**src/rtl/approx_arith_pkg.sv**
```systemverilog
`default_nettype none
// ============================================================================
// Module   : approx_arith_pkg
// Purpose  : Shared constants and helpers for the approximate-adder flow:
//            mode encoding, default datapath widths and a reference
//            truncated-sum function at the default width.
// Revision : 1.0 - initial release
// ============================================================================
package approx_arith_pkg;

  localparam int DEFAULT_N = 8;
  localparam int DEFAULT_T = 4;

  localparam logic MODE_EXACT = 1'b0;
  localparam logic MODE_TRUNC = 1'b1;

  // Truncated sum at the default width. Masking the low T bits of both
  // operands before a full-width add gives exactly the upper-slice sum with
  // zeroed LSBs, and the carry out of the top bit is dropped by the width.
  function automatic logic [DEFAULT_N-1:0] trunc_sum(
    input logic [DEFAULT_N-1:0] a,
    input logic [DEFAULT_N-1:0] b
  );
    logic [DEFAULT_N-1:0] mask;
    mask = ~DEFAULT_N'((1 << DEFAULT_T) - 1);
    return (a & mask) + (b & mask);
  endfunction

endpackage
`default_nettype wire

```
**src/rtl/approx_add_arbiter_rr_arbiter.sv**
```systemverilog
`default_nettype none
// ============================================================================
// Module   : rr_arbiter
// Purpose  : Round-robin arbiter. Searches i_req from the pointer upward,
//            wrapping modulo R; the first set bit wins. The pointer moves to
//            winner+1 only on cycles where i_advance is high.
// Ports    : clk, rst    - clock, async active-high reset
//            i_req       - request vector (R bits)
//            i_advance   - grant was consumed this cycle
//            o_grant     - one-hot or zero grant
//            o_grant_id  - index of the granted requester
// Revision : 1.0 - initial release
// ============================================================================
module rr_arbiter #(
  parameter int R   = 4,
  parameter int IDW = 2
) (
  input  logic           clk,
  input  logic           rst,
  input  logic [R-1:0]   i_req,
  input  logic           i_advance,
  output logic [R-1:0]   o_grant,
  output logic [IDW-1:0] o_grant_id
);

  logic [IDW-1:0] r_ptr;
  logic [IDW-1:0] w_idx;
  logic           w_found;

  always_comb begin
    o_grant    = '0;
    o_grant_id = '0;
    w_found    = 1'b0;
    w_idx      = '0;
    for (int i = 0; i < R; i++) begin
      w_idx = IDW'((int'(r_ptr) + i) % R);
      if (!w_found && i_req[w_idx]) begin
        w_found        = 1'b1;
        o_grant[w_idx] = 1'b1;
        o_grant_id     = w_idx;
      end
    end
  end

  always_ff @(posedge clk or posedge rst) begin
    if (rst) begin
      r_ptr <= '0;
    end else if (i_advance) begin
      r_ptr <= (o_grant_id == IDW'(R - 1)) ? '0 : o_grant_id + 1'b1;
    end
  end

endmodule
`default_nettype wire

```
**src/rtl/truncated_adder.sv**
```systemverilog
`default_nettype none
// ============================================================================
// Module   : truncated_adder
// Purpose  : N-bit approximate adder that ignores the T least significant
//            bits of both operands; result LSBs are zero, carry-out dropped.
// Ports    : i_a, i_b - operands (N bits)
//            o_sum    - truncated sum (N bits)
// Revision : 1.0 - initial release
// ============================================================================
module truncated_adder #(
  parameter int N = 8,
  parameter int T = 4
) (
  input  logic [N-1:0] i_a,
  input  logic [N-1:0] i_b,
  output logic [N-1:0] o_sum
);

  // Zeroing the low slice on both inputs means no carry can enter bit T,
  // so a plain N-bit add yields {a_hi + b_hi, T'b0}.
  localparam logic [N-1:0] c_hi_mask = ~N'((1 << T) - 1);

  assign o_sum = (i_a & c_hi_mask) + (i_b & c_hi_mask);

endmodule
`default_nettype wire

```
**src/rtl/approx_add_arbiter.sv**
```systemverilog
`default_nettype none
// ============================================================================
// Module   : approx_add_arbiter
// Purpose  : One shared approximate/exact adder serving R requesters through
//            a round-robin arbiter, with a single registered response slot
//            (valid/ready) and per-mode saturating operation counters.
// Ports    : clk, rst              - clock, async active-high reset
//            req_valid/req_ready   - per-requester handshake (R bits)
//            req_a, req_b          - packed operands, requester i at [i*N +: N]
//            req_trunc             - per-requester mode (1 = truncated)
//            rsp_valid/rsp_ready   - response handshake
//            rsp_sum/rsp_id/rsp_trunc - result, winner index, mode used
//            cnt_clr               - synchronous clear of both counters
//            cnt_trunc/cnt_exact   - accepted-op counters (saturating)
// Revision : 1.0 - initial release
// ============================================================================
module approx_add_arbiter
  import approx_arith_pkg::*;
#(
  parameter int N   = DEFAULT_N,
  parameter int T   = DEFAULT_T,
  parameter int R   = 4,
  parameter int IDW = 2,
  parameter int CW  = 16
) (
  input  logic           clk,
  input  logic           rst,
  input  logic [R-1:0]   req_valid,
  output logic [R-1:0]   req_ready,
  input  logic [R*N-1:0] req_a,
  input  logic [R*N-1:0] req_b,
  input  logic [R-1:0]   req_trunc,
  output logic           rsp_valid,
  input  logic           rsp_ready,
  output logic [N-1:0]   rsp_sum,
  output logic [IDW-1:0] rsp_id,
  output logic           rsp_trunc,
  input  logic           cnt_clr,
  output logic [CW-1:0]  cnt_trunc,
  output logic [CW-1:0]  cnt_exact
);

  localparam logic [CW-1:0] c_cnt_max = '1;

  logic [R-1:0]   w_grant;
  logic [IDW-1:0] w_win;
  logic           w_can_accept;
  logic           w_accept;
  logic [N-1:0]   w_a;
  logic [N-1:0]   w_b;
  logic           w_mode;
  logic [N-1:0]   w_sum_trunc;
  logic [N-1:0]   w_sum_exact;
  logic [N-1:0]   w_sum;

  logic           r_rsp_valid;
  logic [N-1:0]   r_rsp_sum;
  logic [IDW-1:0] r_rsp_id;
  logic           r_rsp_trunc;
  logic [CW-1:0]  r_cnt_trunc;
  logic [CW-1:0]  r_cnt_exact;

  // The slot can take a new result if empty or being drained this cycle.
  assign w_can_accept = !r_rsp_valid || rsp_ready;
  // Gated by rst so nothing is handed out while the async reset is held.
  assign req_ready    = rst ? '0 : (w_grant & {R{w_can_accept}});
  assign w_accept     = |req_ready;

  rr_arbiter #(
    .R   (R),
    .IDW (IDW)
  ) u_rr_arbiter (
    .clk        (clk),
    .rst        (rst),
    .i_req      (req_valid),
    .i_advance  (w_accept),
    .o_grant    (w_grant),
    .o_grant_id (w_win)
  );

  assign w_a    = req_a[w_win*N +: N];
  assign w_b    = req_b[w_win*N +: N];
  assign w_mode = req_trunc[w_win];

  truncated_adder #(
    .N (N),
    .T (T)
  ) u_truncated_adder (
    .i_a   (w_a),
    .i_b   (w_b),
    .o_sum (w_sum_trunc)
  );

  assign w_sum_exact = w_a + w_b;
  assign w_sum       = (w_mode == MODE_TRUNC) ? w_sum_trunc : w_sum_exact;

  always_ff @(posedge clk or posedge rst) begin
    if (rst) begin
      r_rsp_valid <= 1'b0;
      r_rsp_sum   <= '0;
      r_rsp_id    <= '0;
      r_rsp_trunc <= 1'b0;
    end else if (w_accept) begin
      r_rsp_valid <= 1'b1;
      r_rsp_sum   <= w_sum;
      r_rsp_id    <= w_win;
      r_rsp_trunc <= w_mode;
    end else if (r_rsp_valid && rsp_ready) begin
      r_rsp_valid <= 1'b0;
    end
  end

  // Clear has priority, so an op accepted in the clear cycle is not counted.
  always_ff @(posedge clk or posedge rst) begin
    if (rst) begin
      r_cnt_trunc <= '0;
      r_cnt_exact <= '0;
    end else if (cnt_clr) begin
      r_cnt_trunc <= '0;
      r_cnt_exact <= '0;
    end else if (w_accept) begin
      if (w_mode == MODE_TRUNC) begin
        if (r_cnt_trunc != c_cnt_max) r_cnt_trunc <= r_cnt_trunc + 1'b1;
      end else begin
        if (r_cnt_exact != c_cnt_max) r_cnt_exact <= r_cnt_exact + 1'b1;
      end
    end
  end

  assign rsp_valid = r_rsp_valid;
  assign rsp_sum   = r_rsp_sum;
  assign rsp_id    = r_rsp_id;
  assign rsp_trunc = r_rsp_trunc;
  assign cnt_trunc = r_cnt_trunc;
  assign cnt_exact = r_cnt_exact;

endmodule
`default_nettype wire

```
**config.mk**
```make
export PLATFORM = sky130hd
export DESIGN_NAME = approx_add_arbiter
export DESIGN_NICKNAME = d
export VERILOG_FILES = /design/src/rtl/approx_arith_pkg.sv /design/src/rtl/approx_add_arbiter_rr_arbiter.sv /design/src/rtl/truncated_adder.sv /design/src/rtl/approx_add_arbiter.sv
export SDC_FILE = /design/constraint.sdc
export NUM_CORES = 1
export LEC_CHECK = 0
export ABC_AREA = 0
export CAP_MARGIN = 20
export CORE_MARGIN = 10
export CORE_UTILIZATION = 45
export CTS_CLUSTER_DIAMETER = 120
export DETAILED_ROUTE_END_ITERATION = 10
export PLACE_DENSITY_LB_ADDON = 0.15
export SLEW_MARGIN = 20
export SYNTH_ARGS = -nofsm -noshare
export SYNTH_HDL_FRONTEND = slang
export SYNTH_SLANG_ARGS = --single-unit
export TNS_END_PERCENT = 5
```
**constraint.sdc**
```tcl
create_clock -name clk -period 14.9 [get_ports clk]
set_clock_uncertainty 0.1 [all_clocks]
set_input_delay 1.49 -clock clk [delete_from_list [all_inputs] [get_ports clk]]
set_output_delay 1.49 -clock clk [all_outputs]
set_load 0.02 [all_outputs]
```
==> flow_summary.json <==
{
  "power.density_nw_per_um2": 233,
  "min_path_type": "reg -> reg",
  "netlist_top_cells_area": "dfrtp_1 32%, nand2_1 7.9%, ha_1 6.3%, a21oi_1 4.5%, o31ai_1 2.7%",
  "period_share_pct": 42.6,
  "drive_above_1_share_pct": 4.64,
  "grt_pass1_wl_mm": 18.0,
  "ys_seq_area_share_pct": 32.1,
  "first_pass_iters": 4,
  "die_h_um": 109,
  "end_kind": "flip-flop",
  "rsz0062_at_grt": "no",
  "rr_startpoint": "u_rr_arbiter.r_ptr[0]$_DFFE_PP0P_",
  "cts_tree": "built",
  "drt_iter0_markers": 292,
  "dp_hpwl_mm": 8.29,
  "die_x_um": 109,
  "synth-edff-count": 0,
  "critPathKind": "in -> reg",
  "finalCriticalPeriod_ns": 6.35,
  "core_um2": 7730,
  "fp-row-count": 32,
  "rrSetupSlack_ns": 8.84,
  "cts_resized": 0,
  "drcViolationCount": 0,
  "wl_per_cell_um": 17.4,
  "h-tree-depth": 2,
  "path_clk_slew_ns": 0.08,
  "max_slew_margin_pct": 37.4,
  "p_leak_uw": 0.00200,
  "antenna_found_initial": 0,
  "place_congestion": 0.891,
  "grt_pass1_vias": 3561,
  "grt_overflow": 0,
  "holdPathEnd": "rsp_trunc$_DFFE_PP0P_",
  "fin_util_pct": 64.0,
  "worstReg2RegEnd": "rsp_sum[7]$_DFFE_PP0P_",
  "slew_viol_final": 0,
  "critical_path_arrival_ns": 6.48,
  "die_area_um2": 12000,
  "critical_path.max_fanout": 32,
  "ys_top_cells_by_count": "76 x nand2_1, 46 x dfrtp_1, 32 x a21oi_1",
  "netlist.area_leader.share_pct": 32.1,
  "postLayoutSetupSlackWorst_ns": 8.55,
  "viasPerCell": 5.73,
  "r2r_cells": 19,
  "setup_tns_ns": 0,
  "clkLatencyLatePin_ns": 0.32,
  "fin_nets": 634,
  "area_growth_pct": 37.7,
  "synth_cells": 429,
  "worstPathRequired_ns": 15.03,
  "holdCritStartpoint": "rsp_trunc$_DFFE_PP0P_",
  "fillers": 681,
  "vias": 3673,
  "clk_path_buf_depth": 2,
  "min_path_cells": 2,
  "finalHoldViolCount": 0,
  "drv_cap": 0,
  "drt_wl_total_mm": 11.1,
  "cts_setup_buffers": 0,
  "whs_ns": 0.388,
  "ioPinCount": 124,
  "multiInputGateArea_um2": 2240,
  "syn_avg_cell_area_um2": 8.37,
  "place_ws_ns": 8.29,
  "cts.sinks": 46,
  "cp-start-kind": "input port",
  "synth_area_um2": 3590,
  "finalSetupViolations": 0,
  "worst_pin_slew_ns": 0.938,
  "syn_nets": 525,
  "n_antenna_cell": 0,
  "ant_nets": 0,
  "ys.warnings.count": 0,
  "synthArstFlopShare_pct": 100,
  "ctsHoldBuffers": 0,
  "fmax_mhz": 158,
  "start_util_pct": 46.5,
  "yosysMostFrequentCell": "nand2_1",
  "grt_max_degree": 49,
  "status": "finished, final reports clean",
  "dp.cells": 633,
  "cts_buffers": 5,
  "cts-root-buf": "clkbuf_8",
  "fin_cells": 641,
  "peakVddDrop_uv": 134,
  "ys_ff_latch": 46,
  "port_buffers": 123,
  "regArea_um2": 1150,
  "synth-main-ff-cell": "dfrtp_1",
  "yosysTopAreaCell": "dfrtp_1",
  "ys_types": 56,
  "grt_use_total_pct": 18.2
}
==> state kept, by name, indices dropped and copies added (netlist names) <==
| signal | cells |
|---|---|
| rsp_valid | 1 |
| rsp_sum | 8 |
| rsp_trunc | 1 |
| rsp_id | 2 |
| u_rr_arbiter.r_ptr | 2 |
| cnt_exact | 16 |
| cnt_trunc | 16 |
==> final cells by class <==
cell class	count	share of cell area (%)
multi-input cells	338	45.4
repair buffers	124	25.1
flip-flops and latches	46	23.3
well taps	102	2.58
inverters	23	1.77
clock buffers	6	1.67
clock inverters	2	0.253
==> cell families after synthesis <==
group | after synthesis | share of synthesized area, %
DFF | 46 | 32.1
AOI/OAI and AO/OA | 110 | 20.9
buffers and inverters | 45 | 5.47
adders and majority gates | 20 | 7.39
muxes | 16 | 5.75
xor gates and xnor gates | 12 | 2.93
and+or+nand+nor | 180 | 25.5
==> layer usage <==
| layer | global-route usage (%) | wire length (um) |
|---|---|---|
| met1 | 25.6 | 5250 |
| met2 | 27.5 | 4840 |
| met3 | 4.21 | 899 |
| met4 | 4.18 | 136 |
| met5 | 0 | 0 |
==> worst max-delay path, cell delays in order <==
cell,delay (ns)
clkdlybuf4s50_1,0.52
mux4_2,0.60
nor2b_1,0.36
o21ai_1,0.18
and2_1,0.51
inv_2,0.56
nand2_1,0.09
and3_1,0.18
a31oi_1,0.26
ha_1,0.29
a21o_1,0.16
a21oi_1,0.22
nor2b_1,0.07
o21a_1,0.18
nand3_1,0.08
a21oi_1,0.05
or4_1,0.49
a31oi_1,0.17
==> cell usage in the layout, fill, tap and decap left out, types with 4 or more instances in the layout <==
master and n:
clkdlybuf4s50_1 123, nand2_1 76, dfrtp_1 46, a21oi_1 32, inv_1 20, nor2_1 18
ha_1 18, o21ai_0 16, and3_1 15, nand3_1 14, o31ai_1 13, or4_1 13
a31oi_1 13, or3_1 9, mux2i_1 9, nor2b_1 7, nand4_1 7, xnor2_1 7
clkbuf_8 6, a32oi_1 5, xor2_1 5, nand2b_1 4, and2_1 4, a221o_1 4
nand3b_1 4, a22o_1 4
==> worst max-delay path by stage <==
stage	from	endpoint	slack, ns	depth (start not counted)
final	req_valid[3]	rsp_sum[7]$_DFFE_PP0P_	8.55	18
after global routing	req_valid[2]	rsp_sum[7]$_DFFE_PP0P_	8.14	18
after CTS	req_valid[2]	rsp_sum[7]$_DFFE_PP0P_	8.61	18
after detailed placement	req_valid[2]	rsp_sum[7]$_DFFE_PP0P_	8.29	18
after global placement	req_valid[2]	rsp_sum[7]$_DFFE_PP0P_	8.49	18
after floorplan	req_valid[2]	rsp_sum[7]$_DFFE_PP0P_	9.57	19
==> report_power, final <==
group          switching [uW]  internal, uW
Clock                    47.2          37.4
Sequential               23.1           152
Combinational             519           374
==> per-stage QoR <==
stage	cell area [um2]	power (uW)
3_5_place_dp	4850	1060
4_1_cts	4940	1150
5_1_grt	4940	1270
6_report	4940	1150
2_1_floorplan	3590	872
3_3_place_gp	4850	1050
Note: power is estimated with default switching activity, not from simulation.
